==> src/rtl/tx_word_arbiter.sv <==
// tx_word_arbiter: round-robin arbiter sharing one byte-wide UART transmitter
// between two word requesters. The granted word is latched, then sent as
// N_BYTES bytes, each issued with a one-cycle tx_start pulse and paced by the
// transmitter's tx_done_tick.
module tx_word_arbiter #(
  parameter int N_DATA    = 8,
  parameter int N_WORD    = 32,
  parameter int MSB_FIRST = 0
) (
  input  logic              clock,
  input  logic              reset,
  input  logic              req_a,
  input  logic [N_WORD-1:0] word_a,
  output logic              ack_a,
  output logic              done_a,
  input  logic              req_b,
  input  logic [N_WORD-1:0] word_b,
  output logic              ack_b,
  output logic              done_b,
  output logic              busy,
  output logic              tx_start,
  output logic [N_DATA-1:0] tx_data,
  input  logic              tx_done_tick
);

  localparam int N_BYTES = N_WORD / N_DATA;
  localparam int CNT_W   = (N_BYTES > 1) ? $clog2(N_BYTES) : 1;
  localparam logic [CNT_W-1:0] LAST_CNT = CNT_W'(N_BYTES - 1);

  typedef enum logic [1:0] {
    IDLE  = 2'd0,
    ISSUE = 2'd1,
    WAIT  = 2'd2
  } state_t;

  state_t            state, state_n;
  logic [N_WORD-1:0] shift_reg;
  logic [N_WORD-1:0] shift_nxt;
  logic [N_DATA-1:0] out_byte;
  logic [CNT_W-1:0]  byte_cnt;
  logic              owner;       // 0 = A, 1 = B
  logic              last_grant;  // 0 = A, 1 = B
  logic              grant;
  logic              grant_b;
  logic              last_byte;
  logic              byte_done;

  assign last_byte = (byte_cnt == LAST_CNT);
  // Only WAIT looks at tx_done_tick, so the level-high idle tick never counts.
  assign byte_done = (state == WAIT) && tx_done_tick;

  // Output byte always sits at one end of shift_reg; shifting moves the next one in.
  generate
    if (MSB_FIRST != 0) begin : g_msb
      assign out_byte  = shift_reg[N_WORD-1 -: N_DATA];
      assign shift_nxt = shift_reg << N_DATA;
    end else begin : g_lsb
      assign out_byte  = shift_reg[N_DATA-1:0];
      assign shift_nxt = shift_reg >> N_DATA;
    end
  endgenerate

  // Next-state and grant decision; on a tie B wins only if A was granted last.
  always_comb begin
    state_n = state;
    grant   = 1'b0;
    grant_b = 1'b0;
    case (state)
      IDLE: begin
        if (req_a || req_b) begin
          grant   = 1'b1;
          grant_b = req_b && (!req_a || !last_grant);
          state_n = ISSUE;
        end
      end
      ISSUE:   state_n = WAIT;
      WAIT:    if (tx_done_tick) state_n = last_byte ? IDLE : ISSUE;
      default: state_n = IDLE;
    endcase
  end

  // State register.
  always_ff @(posedge clock or negedge reset) begin
    if (!reset) state <= IDLE;
    else        state <= state_n;
  end

  // Word latch, byte shifting and grant bookkeeping.
  always_ff @(posedge clock or negedge reset) begin
    if (!reset) begin
      shift_reg  <= '0;
      byte_cnt   <= '0;
      owner      <= 1'b0;
      last_grant <= 1'b1;
    end else if (grant) begin
      shift_reg  <= grant_b ? word_b : word_a;
      byte_cnt   <= '0;
      owner      <= grant_b;
      last_grant <= grant_b;
    end else if (byte_done && !last_byte) begin
      shift_reg  <= shift_nxt;
      byte_cnt   <= byte_cnt + 1'b1;
    end
  end

  // Word-complete pulse lands in the first IDLE cycle after the last byte.
  always_ff @(posedge clock or negedge reset) begin
    if (!reset) begin
      done_a <= 1'b0;
      done_b <= 1'b0;
    end else begin
      done_a <= byte_done && last_byte && !owner;
      done_b <= byte_done && last_byte &&  owner;
    end
  end

  // ISSUE is exactly one cycle, so tx_start is a single pulse per byte;
  // ack rides on the first byte's pulse only.
  assign busy     = (state != IDLE);
  assign tx_start = (state == ISSUE);
  assign tx_data  = tx_start ? out_byte : '0;
  assign ack_a    = tx_start && (byte_cnt == '0) && !owner;
  assign ack_b    = tx_start && (byte_cnt == '0) &&  owner;

endmodule

==> config.mk <==
export PLATFORM = sky130hd
export DESIGN_NAME = tx_word_arbiter
export DESIGN_NICKNAME = d
export VERILOG_FILES = /design/src/rtl/tx_word_arbiter.sv
export SDC_FILE = /design/constraint.sdc
export NUM_CORES = 1
export LEC_CHECK = 0
export ABC_AREA = 1
export CAP_MARGIN = 20
export CORE_ASPECT_RATIO = 0.7
export CORE_MARGIN = 5
export CORE_UTILIZATION = 40
export CTS_CLUSTER_SIZE = 16
export DETAILED_ROUTE_END_ITERATION = 10
export PLACE_DENSITY = 0.71
export REMOVE_ABC_BUFFERS = 1
export SLEW_MARGIN = 20
export SYNTH_ARGS = -nofsm -noshare
export SYNTH_HDL_FRONTEND = slang
export SYNTH_SLANG_ARGS = --single-unit
==> constraint.sdc <==
create_clock -name clock -period 1.8 [get_ports clock]
set_input_delay 0.36 -clock clock [delete_from_list [all_inputs] [get_ports clock]]
set_output_delay 0.36 -clock clock [all_outputs]
set_load 0.02 [all_outputs]
==> impl_results.md <==
- Status: finished clean
- Max_cap viols: 0
- Pwr dens: between 1000 and 1500 nW/um2
- Commonest non-fill, non-tap cell in the layout: nand2_1
- Worst r2r src: byte_cnt[0]$_DFFE_PN0P_
- Most Used Layer, Global Route: met2
- Final period util: 0.949
- Fin util: 0.577
- Routability cong.: around 0.77
- Worst Hold Class: in -> async
- Register area share after synthesis: 0.393
- Unrepaired setup endpoints after global routing: false
- Worst Path Class, Setup: reg -> out
- Die height: around 77 um
- Grt met2 use: 0.265
- Final Hold Fails: 0
- Synthesized cell area: roughly 2500 um2
- Synth top area share: 0.383
- Leak: ~2.0 nW
- Starting Density: 0.410
- WP data arrival: roughly 1.4 ns
- Initial antenna violation count: 0
- Hold_ws: between 0.02 and 0.03 ns
- Post-Synthesis Cells: between 300 and 400
- Vias in the first global route: roughly 2,500
- Met1 Use GR: 0.233
- Number of post-CTS setup repair buffers: 0
- DP Wirelength: just over 5000 um
- First-pass GRT wire length: between 10,000 and 15,000 um
- Yosys Warn Count: 0
- Die area: 8100 um2
- Final WS setup: a little over 0.09 ns
- Pins over their slew limit: 0
- Worst Clk Skew: 0.00447 ns
- Antenna cells: 0
- Port bufs: around 80
- Placed cell count: approximately 540
- Total core area: between 6000 and 7000 um2
- Total power: 4.96 mW
- GR Overflow Total: 0
- Clk sinks: 40
- IR drop worst, VDD: around 640 uV
- Clock slew at reported path FFs: about 0.080 ns
- Fin area: 3590 um2
- Crit. End Element: primary output
- Setup violators final: 0
- Worst skew pair latency: roughly 0.29 ns
- Root Buffer Master: clkbuf_8
- Top post-synthesis cells by area: dfrtp_1 (38%), nand2_1 (14%), inv_1 (11%)
- Layout area overhead: 40.7%
- Remaining DRCs: 0
- CTS tree: built
- Critical Path Start Type: register
- Global Route Usage Sum: 0.166
- FP Rows: 24
- Post-synth top area cell: dfrtp_1
- Crit path max fanout: 4
- Most frequent cells in the layout: nand2_1 (93), inv_1 (77), clkdlybuf4s50_1 (69)
- Via density: 4.47
- Syn Area/Cell: 6.82 um2
- Io pins: 83
- Reg2reg setup slack: about 0.20 ns
- Setup TNS: 0 ns
- Rel. slew slack: 0.667
- Net count, final: roughly 540
- Largest net degree at the start of global routing: 26
- Htree depth: 2
- Clock tree buffer depth: 2
- Max frequency: just under 0.6 GHz
- Worst Reg-to-Reg Cells: 7
- Grt met3 use: 0.0403
- Max FFs per register: 32
- Worst-margin pin slew: 0.499 ns
- Worst path required time: around 1.4 ns
- Non-Filler Instances: ~550
- Post-Place Setup Slack: -0.0605 ns
- ANT nets after route: 0
- Overall routed net length: between 6000 and 7000 um
- Yosys cell types: 28
- Initial DRC count: 95
- Die W: around 110 um
- Proportion of layout cells with a drive suffix above 1: 0.126
- WL/cell: 12.1 um
- Via count: between 2,000 and 2,500
- Area after DPL: around 3600 um2
- Final min period: around 1.7 ns
- Total CTS buffers: 5
- R2R Path End: shift_reg[10]$_DFFE_PN0P_
- First-pass iteration count of the detailed router: 4
- Flop and latch count out of synthesis: 40
==> critical path, cell delays in order (launching register included) <==
cell and delay (ns):
dfrtp_1 0.40, buf_4 0.16, inv_2 0.06, nand2_2 0.09
dlygate4sd2_1 0.34
==> report_power, final <==
part	internal, mW	switching (mW)	leakage, nW	total, mW
clock	0.272	0.313	0.0422	0.585
combinational	1.19	1.70	1.46	2.89
sequential	1.33	0.154	0.468	1.49
total	2.79	2.17	1.97	4.96
==> metal layers <==
metal,routed length [um],part of all wire
met1,3400,0.51
met2,2870,0.43
met3,340,0.051
met4,25,0.0038
met5,0,0
==> Yosys cell counts <==
master,count
o22ai_1,8
dfrtp_1,39
a21oi_1,25
nor2_2,1
nand3b_2,1
nand2_1,93
buf_6,9
nor2_4,1
nand2_4,3
inv_1,78
nand2_2,1
nand3_1,10
dfstp_2,1
a21oi_2,1
or2_0,4
nor3_1,2
buf_2,3
or2_2,5
ha_1,2
nor2_8,1
inv_4,1
nand3_2,1
nor2_1,61
or2_1,7
inv_2,4
o21ai_0,10
clkbuf_1,1
nand3_4,1
==> worst max-delay path by stage <==
stage                          endpoint  cells after the start                    start
6_report                           busy                      4     state[1]$_DFFE_PN0P_
3_5_place_dp                      ack_a                      5  byte_cnt[1]$_DFFE_PN0P_
3_3_place_gp   shift_reg[0]$_DFFE_PN0P_                      6                    req_b
4_1_cts                      tx_data[4]                      5     state[1]$_DFFE_PN0P_
2_1_floorplan                     ack_a                      4     state[0]$_DFFE_PN0P_
5_1_grt                      tx_data[3]                      5     state[1]$_DFFE_PN0P_
==> logic make-up (layout without fill, tap and decap cells) <==
family | Yosys count | count (layout) | synth area share
adder cells (fa/ha/maj) | 2 | 2 | 0.00981
AND/OR/NAND/NOR | 192 | 192 | 0.335
AO/OA/AOI/OAI | 44 | 44 | 0.0918
flip-flops | 40 | 40 | 0.393
buffers and inverters | 96 | 191 | 0.170
==> layout make-up <==
| class | count | area [um2] |
|---|---|---|
| fill | 590 | 2630 |
| timing repair buffer | 100 | 976 |
| inverter | 83 | 314 |
| clock inverter | 1 | 5.00 |
| multi-input combinational | 238 | 1120 |
| clock buffer | 7 | 76.3 |
| tap | 78 | 97.6 |
| sequential | 40 | 1000 |
==> repair_timing <==
item | 4_1_cts | 5_1_grt
hold endpoints to repair | 0 | 0
hold buffers | 0 | 0
endpoints found under the setup margin | 12 | 7
gates resized for setup | 39 | 8
Note: power is estimated with default switching activity, not from simulation.
